`config.mk`:
```
export PLATFORM = sky130hd
export DESIGN_NAME = fifo_rd_packer_flat
export DESIGN_NICKNAME = d
export VERILOG_FILES = /design/src/rtl/fifo_rd_packer_if.sv /design/src/rtl/fifo_rd_packer.sv /design/src/flat_wrapper.sv
export SDC_FILE = /design/constraint.sdc
export NUM_CORES = 1
export LEC_CHECK = 0
export ABC_AREA = 1
export BUFFER_PORTS_ARGS = -buffer_cell sky130_fd_sc_hd__buf_4
export CAP_MARGIN = 25
export CORE_UTILIZATION = 25
export CTS_CLUSTER_DIAMETER = 150
export DETAILED_ROUTE_END_ITERATION = 10
export HOLD_SLACK_MARGIN = 0.05
export PLACE_DENSITY_LB_ADDON = 0.2
export SLEW_MARGIN = 10
export SYNTH_ARGS = -nofsm -noshare
export SYNTH_HDL_FRONTEND = slang
export SYNTH_SLANG_ARGS = --single-unit
```
`constraint.sdc`:
```
create_clock -name rclk -period 2 [get_ports rclk]
set_input_delay 0.4 -clock rclk [delete_from_list [all_inputs] [get_ports rclk]]
set_output_delay 0.4 -clock rclk [all_outputs]
set_load 0.03 [all_outputs]
```
`src/rtl/fifo_rd_packer_if.sv`:
```
// Read-side FIFO handshake plus the packed valid/ready output word of fifo_rd_packer.
// master is the packer's view; slave is the FIFO/downstream environment's view.
interface fifo_rd_packer_if #(
    parameter int DSIZE = 8,
    parameter int LANES = 4
);
    logic [DSIZE-1:0]       rdata;
    logic                   rempty;
    logic                   rinc;
    logic [DSIZE*LANES-1:0] out_data;
    logic [LANES-1:0]       out_keep;
    logic                   out_valid;
    logic                   out_ready;

    modport master (
        input  rdata, rempty, out_ready,
        output rinc, out_data, out_keep, out_valid
    );

    modport slave (
        output rdata, rempty, out_ready,
        input  rinc, out_data, out_keep, out_valid
    );
endinterface

```
`src/rtl/fifo_rd_packer.sv`:
```
// Pops first-word-fall-through FIFO entries and packs LANES of them little-endian
// into one output word; an idle timeout flushes a partially filled word.
module fifo_rd_packer #(
    parameter int DSIZE   = 8,
    parameter int LANES   = 4,
    parameter int TIMEOUT = 16
) (
    input  logic             rclk,
    input  logic             rrst,
    fifo_rd_packer_if.master bus
);
    localparam int LW = (LANES > 1) ? $clog2(LANES) : 1;
    localparam int IW = (TIMEOUT > 0) ? $clog2(TIMEOUT + 1) : 1;
    localparam logic [LW-1:0] LAST_LANE  = LW'(LANES - 1);
    localparam logic [IW-1:0] IDLE_LIMIT = IW'((TIMEOUT > 0) ? TIMEOUT - 1 : 0);

    typedef enum logic {FILL, HOLD} state_t;

    state_t                 state, state_n;
    logic [LW-1:0]          lane, lane_n;
    logic [IW-1:0]          idle, idle_n;
    logic [DSIZE*LANES-1:0] data_q, data_n;
    logic [LANES-1:0]       keep_q, keep_n;
    logic                   pop;

    assign pop           = (state == FILL) && !bus.rempty;
    assign bus.rinc      = pop && !rrst;
    assign bus.out_valid = (state == HOLD);
    assign bus.out_data  = data_q;
    assign bus.out_keep  = keep_q;

    always_comb begin
        state_n = state;
        lane_n  = lane;
        idle_n  = idle;
        data_n  = data_q;
        keep_n  = keep_q;
        case (state)
            FILL: begin
                if (pop) begin
                    // A pop always wins over an expiring idle count.
                    for (int unsigned k = 0; k < LANES; k++) begin
                        if (lane == LW'(k)) begin
                            data_n[k*DSIZE +: DSIZE] = bus.rdata;
                            keep_n[k]                = 1'b1;
                        end
                    end
                    idle_n = '0;
                    if (lane == LAST_LANE) begin
                        lane_n  = '0;
                        state_n = HOLD;
                    end else begin
                        lane_n = lane + LW'(1);
                    end
                end else if (TIMEOUT != 0 && lane != '0) begin
                    if (idle == IDLE_LIMIT) begin
                        lane_n  = '0;
                        idle_n  = '0;
                        state_n = HOLD;
                    end else if (idle != '1) begin
                        idle_n = idle + IW'(1);
                    end
                end else begin
                    idle_n = '0;
                end
            end
            HOLD: begin
                if (bus.out_ready) begin
                    data_n  = '0;
                    keep_n  = '0;
                    state_n = FILL;
                end
            end
            default: state_n = FILL;
        endcase
    end

    always_ff @(posedge rclk or posedge rrst) begin
        if (rrst) begin
            state  <= FILL;
            lane   <= '0;
            idle   <= '0;
            data_q <= '0;
            keep_q <= '0;
        end else begin
            state  <= state_n;
            lane   <= lane_n;
            idle   <= idle_n;
            data_q <= data_n;
            keep_q <= keep_n;
        end
    end
endmodule

```
`src/flat_wrapper.sv`:
```
// flat-port wrapper written by rule: the top's interface ports become plain ports
module fifo_rd_packer_flat 
#(
    parameter int DSIZE   = 8,
    parameter int LANES   = 4,
    parameter int TIMEOUT = 16
)
  (rclk, rrst, bus_rdata, bus_rempty, bus_out_ready, bus_rinc, bus_out_data, bus_out_keep, bus_out_valid);
  fifo_rd_packer_if #(.DSIZE(DSIZE), .LANES(LANES)) bus_i ();
  input  logic rclk;
  input  logic rrst;
  input wire logic [$bits(bus_i.rdata)-1:0] bus_rdata;
  input wire logic [$bits(bus_i.rempty)-1:0] bus_rempty;
  input wire logic [$bits(bus_i.out_ready)-1:0] bus_out_ready;
  output wire logic [$bits(bus_i.rinc)-1:0] bus_rinc;
  output wire logic [$bits(bus_i.out_data)-1:0] bus_out_data;
  output wire logic [$bits(bus_i.out_keep)-1:0] bus_out_keep;
  output wire logic [$bits(bus_i.out_valid)-1:0] bus_out_valid;
  assign bus_i.rdata = bus_rdata;
  assign bus_i.rempty = bus_rempty;
  assign bus_i.out_ready = bus_out_ready;
  assign bus_rinc = bus_i.rinc;
  assign bus_out_data = bus_i.out_data;
  assign bus_out_keep = bus_i.out_keep;
  assign bus_out_valid = bus_i.out_valid;
  fifo_rd_packer #(.DSIZE(DSIZE), .LANES(LANES), .TIMEOUT(TIMEOUT)) u_core (.rclk(rclk), .rrst(rrst), .bus(bus_i));
endmodule
```
==> qor.txt, run 1 <==
slowest stage delay, CP = 0.48 ns
CP cell instances = nor2_8 -> inv_1 -> nor2_1 -> buf_4
dpl hpwl = 3310 um
EDFF count, synth = 0
num rows = 32
mapped cell area = 0.00201 sq mm
reg-to-reg critical path endpoint = u_core.idle[3]
Post-CTS Setup Inserts = 0
period utilization = 0.899
f_max = 0.556 GHz
power density over the cells = 1630 mW/mm^2
Synth Warn # = 0
GRT overflow = 0
Post-route DRC = 0
Die Y = 91.6 um
max-cap violation count = 0
unrepaired setup endpoints after global routing = no
Final Cell Area = 0.00254 sq mm
drt via density = 4.35
Rel. slew slack = 0.557
H-Tree Depth = 2
CP max stage cell = dfrtp_1
area grow syn2layout = 26.6%
largest net degree at the start of global routing = 37
Leakage = 1.30 nW
setup slack, reg-to-reg = 0.59 ns
Async SR Flop Fraction = 1.00
total power draw = 4.15 mW
Clock Path Buffers = 2
Peak VDD IR = 0.510 mV
Mapped Cells = 197
R2R cell count = 8
initial antenna violation count = 0
DRT Wirelength = 4720 um
global-route wire length before repair = 7780 um
slew at the pin closest to its max-slew limit = 0.660 ns
post-synthesis sequential area ratio = 0.549
critical path endpoint category = output port
vias in the first global route = 1,470
IO Pins = 50
Worst-path clk slew = 0.09 ns
FF+latch count, synth = 44
hold slack = 0.122 ns
Synth cell types = 21
clk_skew = 0.00934 ns
critical path startpoint category = register
Die Width = 91.6 um
clock period minus worst slack = 1.80 ns
share of layout cells above drive strength 1 = 0.347
Crit Path Category = reg2out
cell family with most CP delay = flip-flops
Setup TNS = 0 ns
Placer Congestion = 0.762
DP Area = 0.00246 sq mm
antenna cell count = 0
worst hold path class = in2async
CTS Sinks = 44
Initial DRC Count = 89
root buffer cell = clkbuf_8
Post-Place Setup Slack = 0.456 ns
Total GRT Usage = 0.120
Routed WL per cell = 13.5 um
status = completed
routed vias = 1,522
largest cells by area after synthesis = dfrtp_1 (55%), nand3_1 (9.7%), o21ai_2 (7.0%)
worst skew pair latency = 0.30 ns
WP data arrival = 1.40 ns
count leader, synth = dfrtp_1
post-CTS sizing = 0
CP Launch Point = u_core.bus.out_valid
crit path buf inv count = 2
nets = 265
Net Count, Synth = 214
TritonCTS clock tree = built
final worst slack = 0.203 ns
total CTS buffers = 5
Main synth FF type = dfrtp_1
core footprint = 0.00773 sq mm
mean area per synthesized cell = 10.2 sq um
CP required = 1.60 ns
RR Startpoint = u_core.lane[0]
Yosys top cell area share = 0.549
Fillers = 814
final antenna-violating net count = 0
Hold Buf Count CTS = 0
crit-path max FO = 10
Hold Fails Final Rpt = 0
multi-input logic area = 771 sq um
Reg area = 0.00110 sq mm
Initial Utilization = 0.260
number of I/O port buffers = 49
DR pass1 iterations = 5
Synth area leader = dfrtp_1
Setup violations, final = 0
die area = 0.00839 sq mm
commonest cells in the netlist = dfrtp_1 (44), nand3_1 (39), nand2_1 (30)
Final Slew Violations = 0
## worst max path at each step
stage	end	slack, ns	cells past startpoint
CTS	bus_rinc	0.18	4
global route	bus_rinc	0.08	4
floorplan	bus_rinc	0.25	3
detailed placement	bus_rinc	0.46	5
global placement	bus_rinc	0.45	5
finish	bus_rinc	0.20	4
## layout make-up
cell class                      instances  share of cell area
Sequential cell                        44               0.433
Multi-Input combinational cell        129               0.303
Timing Repair Buffer                   51               0.156
Tap cell                              102              0.0502
Clock buffer                            5              0.0271
Inverter                               17              0.0251
Clock inverter                          2             0.00493
## stage by stage
stage | utilization | cells
after floorplan | - | 197
after global placement | 0.318 | 343
after detailed placement | 0.318 | 343
after CTS | 0.329 | 350
after global routing | 0.329 | 350
final | 0.329 | 350
## cell usage in the layout (no fill, tap or decap), drive strengths merged
master	instances
inv	16
nand3b	1
clkinvlp	1
buf	51
nor2	8
nand4	2
clkinv	2
nand3	39
o21ai	34
clkbuf	5
a21oi	2
or2	1
dfrtp	44
ha	5
nand2	37
## flip-flops by register name (all words and copies together) (netlist names)
name                  count
u_core.bus.out_data      32
u_core.idle               5
u_core.bus.out_keep       4
u_core.lane               2
u_core.bus.out_valid      1
## routing by layer
| layer | vias to the layer above | share of wire | global-route usage |
|---|---|---|---|
| met1 | 714 | 0.46 | 0.163 |
| met3 | 5 | 0.071 | 0.0436 |
| met4 | 0 | 0.0091 | 0.0357 |
| li1 | 761 | - | - |
| met2 | 42 | 0.46 | 0.177 |
| met5 | - | 0 | 0 |
## kinds of logic after synthesis
family,after synthesis,share of synthesized area
AND/OR/NAND/NOR,88,0.228
flip-flops,44,0.549
AO/OA/AOI/OAI,36,0.125
buffers and inverters,24,0.0673
adder cells (fa/ha/maj),5,0.0312
## report_power, final
part           total, mW  internal (mW)  switching (mW)
Combinational       2.14          0.763            1.38
Clock              0.546          0.237           0.309
Sequential          1.46           1.23           0.235
Total               4.15           2.23            1.92
Note: power is estimated with default switching activity, not from simulation.
==> run 2, diff against run 1 <==
Settings changed: BUFFER_PORTS_ARGS -buffer_cell sky130_fd_sc_hd__buf_4 to -buffer_cell sky130_fd_sc_hd__buf_2.
==> run 2 against run 1 <==
Effect of this change: count of clock-buffer cells in the layout is 1 higher; design area is 4.2% lower; power is 3.7% lower.
==> qor.txt, run 2 (same netlist as run 1, synthesis figures left out) <==
f_max = 0.544 GHz (-2.3%)
drt via density = 4.29 (-1.4%)
crit path buf inv count = 2 (unchanged)
DR pass1 iterations = 4 (-1)
Hold Fails Final Rpt = 0 (unchanged)
Routed WL per cell = 13.0 um (-3.3%)
slew at the pin closest to its max-slew limit = 0.620 ns (-0.0409 ns)
Post-route DRC = 0 (unchanged)
initial antenna violation count = 0 (unchanged)
vias in the first global route = 1,425 (-3.1%)
Setup TNS = 0 ns (unchanged)
commonest non-fill, non-tap cell in the layout = buf_2
Placer Congestion = 0.748 (-1.8%)
die area = 0.00839 sq mm (unchanged)
Post-CTS Setup Inserts = 0 (unchanged)
DP Area = 0.00234 sq mm (-5.0%)
period utilization = 0.920 (+0.0211)
CP max stage cell = dfrtp_1
most frequent cells in the layout = buf_2 (49), dfrtp_1 (44), nand3_1 (39)
worst skew pair latency = 0.30 ns (about the same)
area grow syn2layout = 21.3%
max reg flops = 32 (unchanged)
number of I/O port buffers = 49 (unchanged)
TritonCTS clock tree = built
core footprint = 0.00773 sq mm (unchanged)
CP cell instances = nor2_8 -> inv_1 -> nor2_1 -> buf_2
CP required = 1.60 ns (about the same)
max-cap violation count = 0 (unchanged)
CTS Sinks = 44 (unchanged)
Initial DRC Count = 84 (-5.6%)
power density over the cells = 1640 mW/mm^2 (+0.55%)
worst hold path class = in2async
final antenna-violating net count = 0 (unchanged)
Peak VDD IR = 0.663 mV (+30%)
largest net degree at the start of global routing = 37 (unchanged)
clk_skew = 0.00620 ns (-0.00314 ns)
Initial Utilization = 0.260 (unchanged)
routed vias = 1,505 (-1.1%)
crit-path max FO = 10 (unchanged)
global-route wire length before repair = 7530 um (-3.3%)
Setup violations, final = 0 (unchanged)
root buffer cell = clkbuf_8
DRT Wirelength = 4580 um (-3.0%)
Clock Path Buffers = 2 (unchanged)
Crit Path Category = reg2out
Final Slew Violations = 0 (unchanged)
WP data arrival = 1.44 ns (+0.04 ns)
num rows = 32 (unchanged)
hold slack = 0.109 ns (-0.0135 ns)
Hold Buf Count CTS = 0 (unchanged)
clock period minus worst slack = 1.84 ns (+0.0422 ns)
critical path endpoint category = output port
critical path startpoint category = register
unrepaired setup endpoints after global routing = no
Final Cell Area = 0.00243 sq mm (-4.2%)
Total GRT Usage = 0.118 (-0.00219)
H-Tree Depth = 2 (unchanged)
Die Y = 91.6 um (unchanged)
Die Width = 91.6 um (unchanged)
cell family with most CP delay = flip-flops
Leakage = 1.28 nW (-1.6%)
GRT overflow = 0 (unchanged)
post-CTS sizing = 0 (unchanged)
IO Pins = 50 (unchanged)
slowest stage delay, CP = 0.48 ns (about the same)
status = completed
Rel. slew slack = 0.584 (+0.0274)
nets = 265 (unchanged)
dpl hpwl = 3250 um (-1.7%)
Worst-path clk slew = 0.08 ns (about the same)
antenna cell count = 0 (unchanged)
total CTS buffers = 5 (unchanged)
share of layout cells above drive strength 1 = 0.349 (+0.00262)
## run 2: changes by cell type in the layout (fill, tap and decap cells not counted)
cell | previous run | this run
buf_2 | 0 | 49
buf_4 | 50 | 1
clkbuf_8 | 5 | 6
clkinv_2 | 1 | 0
clkinvlp_4 | 1 | 2
## run 2: where the power goes
part / switching (mW) / internal, mW / leakage [nW]
Combinational: 1.36 / 0.593 / 0.672
Clock: 0.312 / 0.280 / 0.0434
Sequential: 0.221 / 1.23 / 0.565
## run 2: path summary, 6_finish.rpt
kind	from	end	slack [ns]	cells after the start
max	u_core.bus.out_valid	bus_rinc	0.16	4
min	rrst	u_core.idle[0]	0.11	2
max reg2reg	u_core.lane[0]	u_core.idle[3]	0.61	8
min reg2reg	u_core.bus.out_keep[2]	u_core.bus.out_keep[2]	0.49	2
max in group asynchronous	rrst	u_core.bus.out_valid	1.38	3
min in group rclk	bus_out_ready	u_core.bus.out_valid	0.39	4
## run 2: worst reg2reg max path, cell delays in order, from the launching register on
cell and delay, ns:
dfrtp_1 0.41, inv_1 0.08, ha_1 0.30, nor2_4 0.15
inv_2 0.05, nand2_2 0.12, nand2_4 0.07, nand2_1 0.07
nand2_1 0.04
## run 2: per-layer routing
metal,up-vias,routed length (um),track usage
met3,3,266,0.0436
met5,-,0,0
met1,705,2150,0.161
met4,0,34,0.0278
met2,37,2130,0.175
li1,760,-,-
## run 2: area by class of cell
class | count | area [sq um]
Timing Repair Buffer | 51 | 273
Clock inverter | 2 | 15.0
Tap cell | 102 | 128
Clock buffer | 6 | 82.6
Inverter | 17 | 63.8
Fill cell | 839 | 5290
Sequential cell | 44 | 1100
Multi-Input combinational cell | 129 | 771
## run 2: stage by stage
step           setup WS, ns  std cells  power [mW]  utilization
2_1_floorplan         0.252        197        2.98            -
3_3_place_gp          0.425        343        3.44        0.302
3_5_place_dp          0.404        343        3.46        0.302
4_1_cts               0.129        351        4.07        0.315
5_1_grt              0.0355        351        4.30        0.315
6_report              0.161        351        4.00        0.315
==> run 3, diff against run 2 <==
Settings changed: BUFFER_PORTS_ARGS -buffer_cell sky130_fd_sc_hd__buf_2 to default, CORE_ASPECT_RATIO from default to 0.7, DONT_BUFFER_PORTS from default to 1.
==> run 3 against run 2 <==
Effect of this change: count of clock-buffer cells in the layout decreased by 1; die area about the same; flip-flop and latch count unchanged; power is 2.5% higher; clock power is 61% higher; core utilization decreased by 1.3 points; clock skew is 0.0023 ns lower; routed wire length grew 0.33%; final cell count down 14%.
==> qor.txt, run 3 (same netlist as run 1, synthesis figures left out) <==
Die Width = 109 um (+19%)
area grow syn2layout = 13.0%
Post-Place Setup Slack = 0.509 ns (+0.105 ns)
final worst slack = 0.205 ns (+0.0441 ns)
post-CTS sizing = 0 (unchanged)
part of the power in the clock network = 0.233 (+0.085)
Rel. slew slack = 0.550 (-0.0340)
CTS Sinks = 44 (unchanged)
Initial Utilization = 0.267 (+0.00735)
Initial DRC Count = 75 (-11%)
Total GRT Usage = 0.120 (+0.00212)
worst skew pair latency = 0.28 ns (-0.02 ns)
share of layout cells above drive strength 1 = 0.207 (-0.143)
TritonCTS clock tree = built
drt via density = 4.45 (+3.8%)
Final Slew Violations = 0 (unchanged)
global-route wire length before repair = 7460 um (-0.92%)
dpl hpwl = 3220 um (-1.1%)
clk_skew = 0.00387 ns (-0.00232 ns)
RR Startpoint = u_core.lane[0]
vias in the first global route = 1,294 (-9.2%)
largest net degree at the start of global routing = 37 (unchanged)
antenna cell count = 0 (unchanged)
Hold Buf Count CTS = 0 (unchanged)
max reg flops = 32 (unchanged)
sw power = 1.88 mW (-0.69%)
Setup TNS = 0 ns (unchanged)
final antenna-violating net count = 0 (unchanged)
routed vias = 1,340 (-11%)
Worst-path clk slew = 0.06 ns (-0.02 ns)
Routed WL per cell = 15.3 um (+17%)
R2R cell count = 8 (unchanged)
most frequent cells in the layout = dfrtp_1 (44), nand3_1 (39), nand2_1 (30)
Post-route DRC = 0 (unchanged)
GRT overflow = 0 (unchanged)
Setup violations, final = 0 (unchanged)
multi-input logic area = 771 sq um (unchanged)
CP required = 1.60 ns (about the same)
Reg area = 0.00110 sq mm (unchanged)
hold slack = 0.0905 ns (-0.0185 ns)
IO Pins = 50 (unchanged)
status = completed
Placer Congestion = 0.725 (-3.1%)
commonest non-fill, non-tap cell in the layout = dfrtp_1
root buffer cell = clkbuf_16
Int Pwr = 2.22 mW (+5.5%)
WP data arrival = 1.40 ns (-0.04 ns)
reg-to-reg critical path endpoint = u_core.idle[2]
total power draw = 4.10 mW (+2.5%)
initial antenna violation count = 0 (unchanged)
die area = 0.00840 sq mm (about the same)
H-Tree Depth = 2 (unchanged)
critical path endpoint category = output port
num rows = 26 (-19%)
Peak VDD IR = 0.503 mV (-24%)
Fillers = 782 (-6.8%)
period utilization = 0.898 (-0.0221)
clock period minus worst slack = 1.80 ns (-0.0441 ns)
slew at the pin closest to its max-slew limit = 0.673 ns (+0.0538 ns)
Post-CTS Setup Inserts = 0 (unchanged)
core footprint = 0.00751 sq mm (-2.8%)
DR pass1 iterations = 4 (unchanged)
power density over the cells = 1810 mW/mm^2 (+10%)
combinational share of power = 0.263 (-0.227)
Hold Fails Final Rpt = 0 (unchanged)
nets = 219 (-17%)
Crit Path Category = reg2out
Die Y = 77.0 um (-16%)
number of I/O port buffers = 0 (-100%)
f_max = 0.557 GHz (+2.5%)
switch share = 0.460 (-0.0149)
max-cap violation count = 0 (unchanged)
Clock Path Buffers = 2 (unchanged)
Flop pwr share = 0.504 (+0.142)
critical path startpoint category = register
crit-path max FO = 10 (unchanged)
DRT Wirelength = 4590 um (+0.33%)
worst hold path class = in2async
Leakage = 1.11 nW (-13%)
setup slack, reg-to-reg = 0.61 ns (about the same)
unrepaired setup endpoints after global routing = no
total CTS buffers = 5 (unchanged)
[run 3: layer usage]
metal / part of all wire / global-route usage / vias to the layer above
li1: - / - / 674
met1: 0.52 / 0.171 / 637
met2: 0.42 / 0.172 / 27
met3: 0.050 / 0.0340 / 2
met4: 0.0078 / 0.0365 / 0
met5: 0 / 0 / -
[run 3: area by class of cell]
class,count,area share
Clock buffer,5,0.0552
Clock inverter,3,0.0204
Timing Repair Buffer,5,0.0166
Sequential cell,44,0.486
Tap cell,98,0.0541
Multi-Input combinational cell,129,0.340
Inverter,17,0.0281
[run 3: how the worst max path moves through the flow]
stage | startpoint | end | slack (ns) | cells after the start
6_report | u_core.bus.out_valid | bus_rinc | 0.20 | 4
5_1_grt | u_core.bus.out_valid | bus_rinc | 0.13 | 4
4_1_cts | u_core.bus.out_valid | bus_rinc | 0.19 | 4
3_5_place_dp | u_core.bus.out_valid | bus_rinc | 0.51 | 4
3_3_place_gp | u_core.bus.out_valid | bus_rinc | 0.53 | 4
2_1_floorplan | u_core.bus.out_valid | bus_rinc | 0.25 | 3
[run 3: power by group through the flow]
stage          logic, mW  clock network [mW]  registers [mW]
2_1_floorplan      0.947                   0            2.03
3_3_place_gp        1.08                   0            2.10
3_5_place_dp        1.10                   0            2.10
4_1_cts             1.11               0.983            2.08
5_1_grt             1.26                1.03            2.12
6_report            1.08               0.955            2.07
[run 3: worst max-delay path, cell delays in order (launching register included)]
cell	delay [ns]
dfrtp_1	0.47
nor2_8	0.27
inv_1	0.11
nor2_1	0.10
buf_4	0.16
[run 3: stage by stage]
step                utilization  instance area, sq um  cells
global placement          0.279                  2100    293
detailed placement        0.279                  2100    293
CTS                       0.302                  2270    301
floorplan                     -                  2010    197
finish                    0.302                  2270    301
global route              0.302                  2270    301
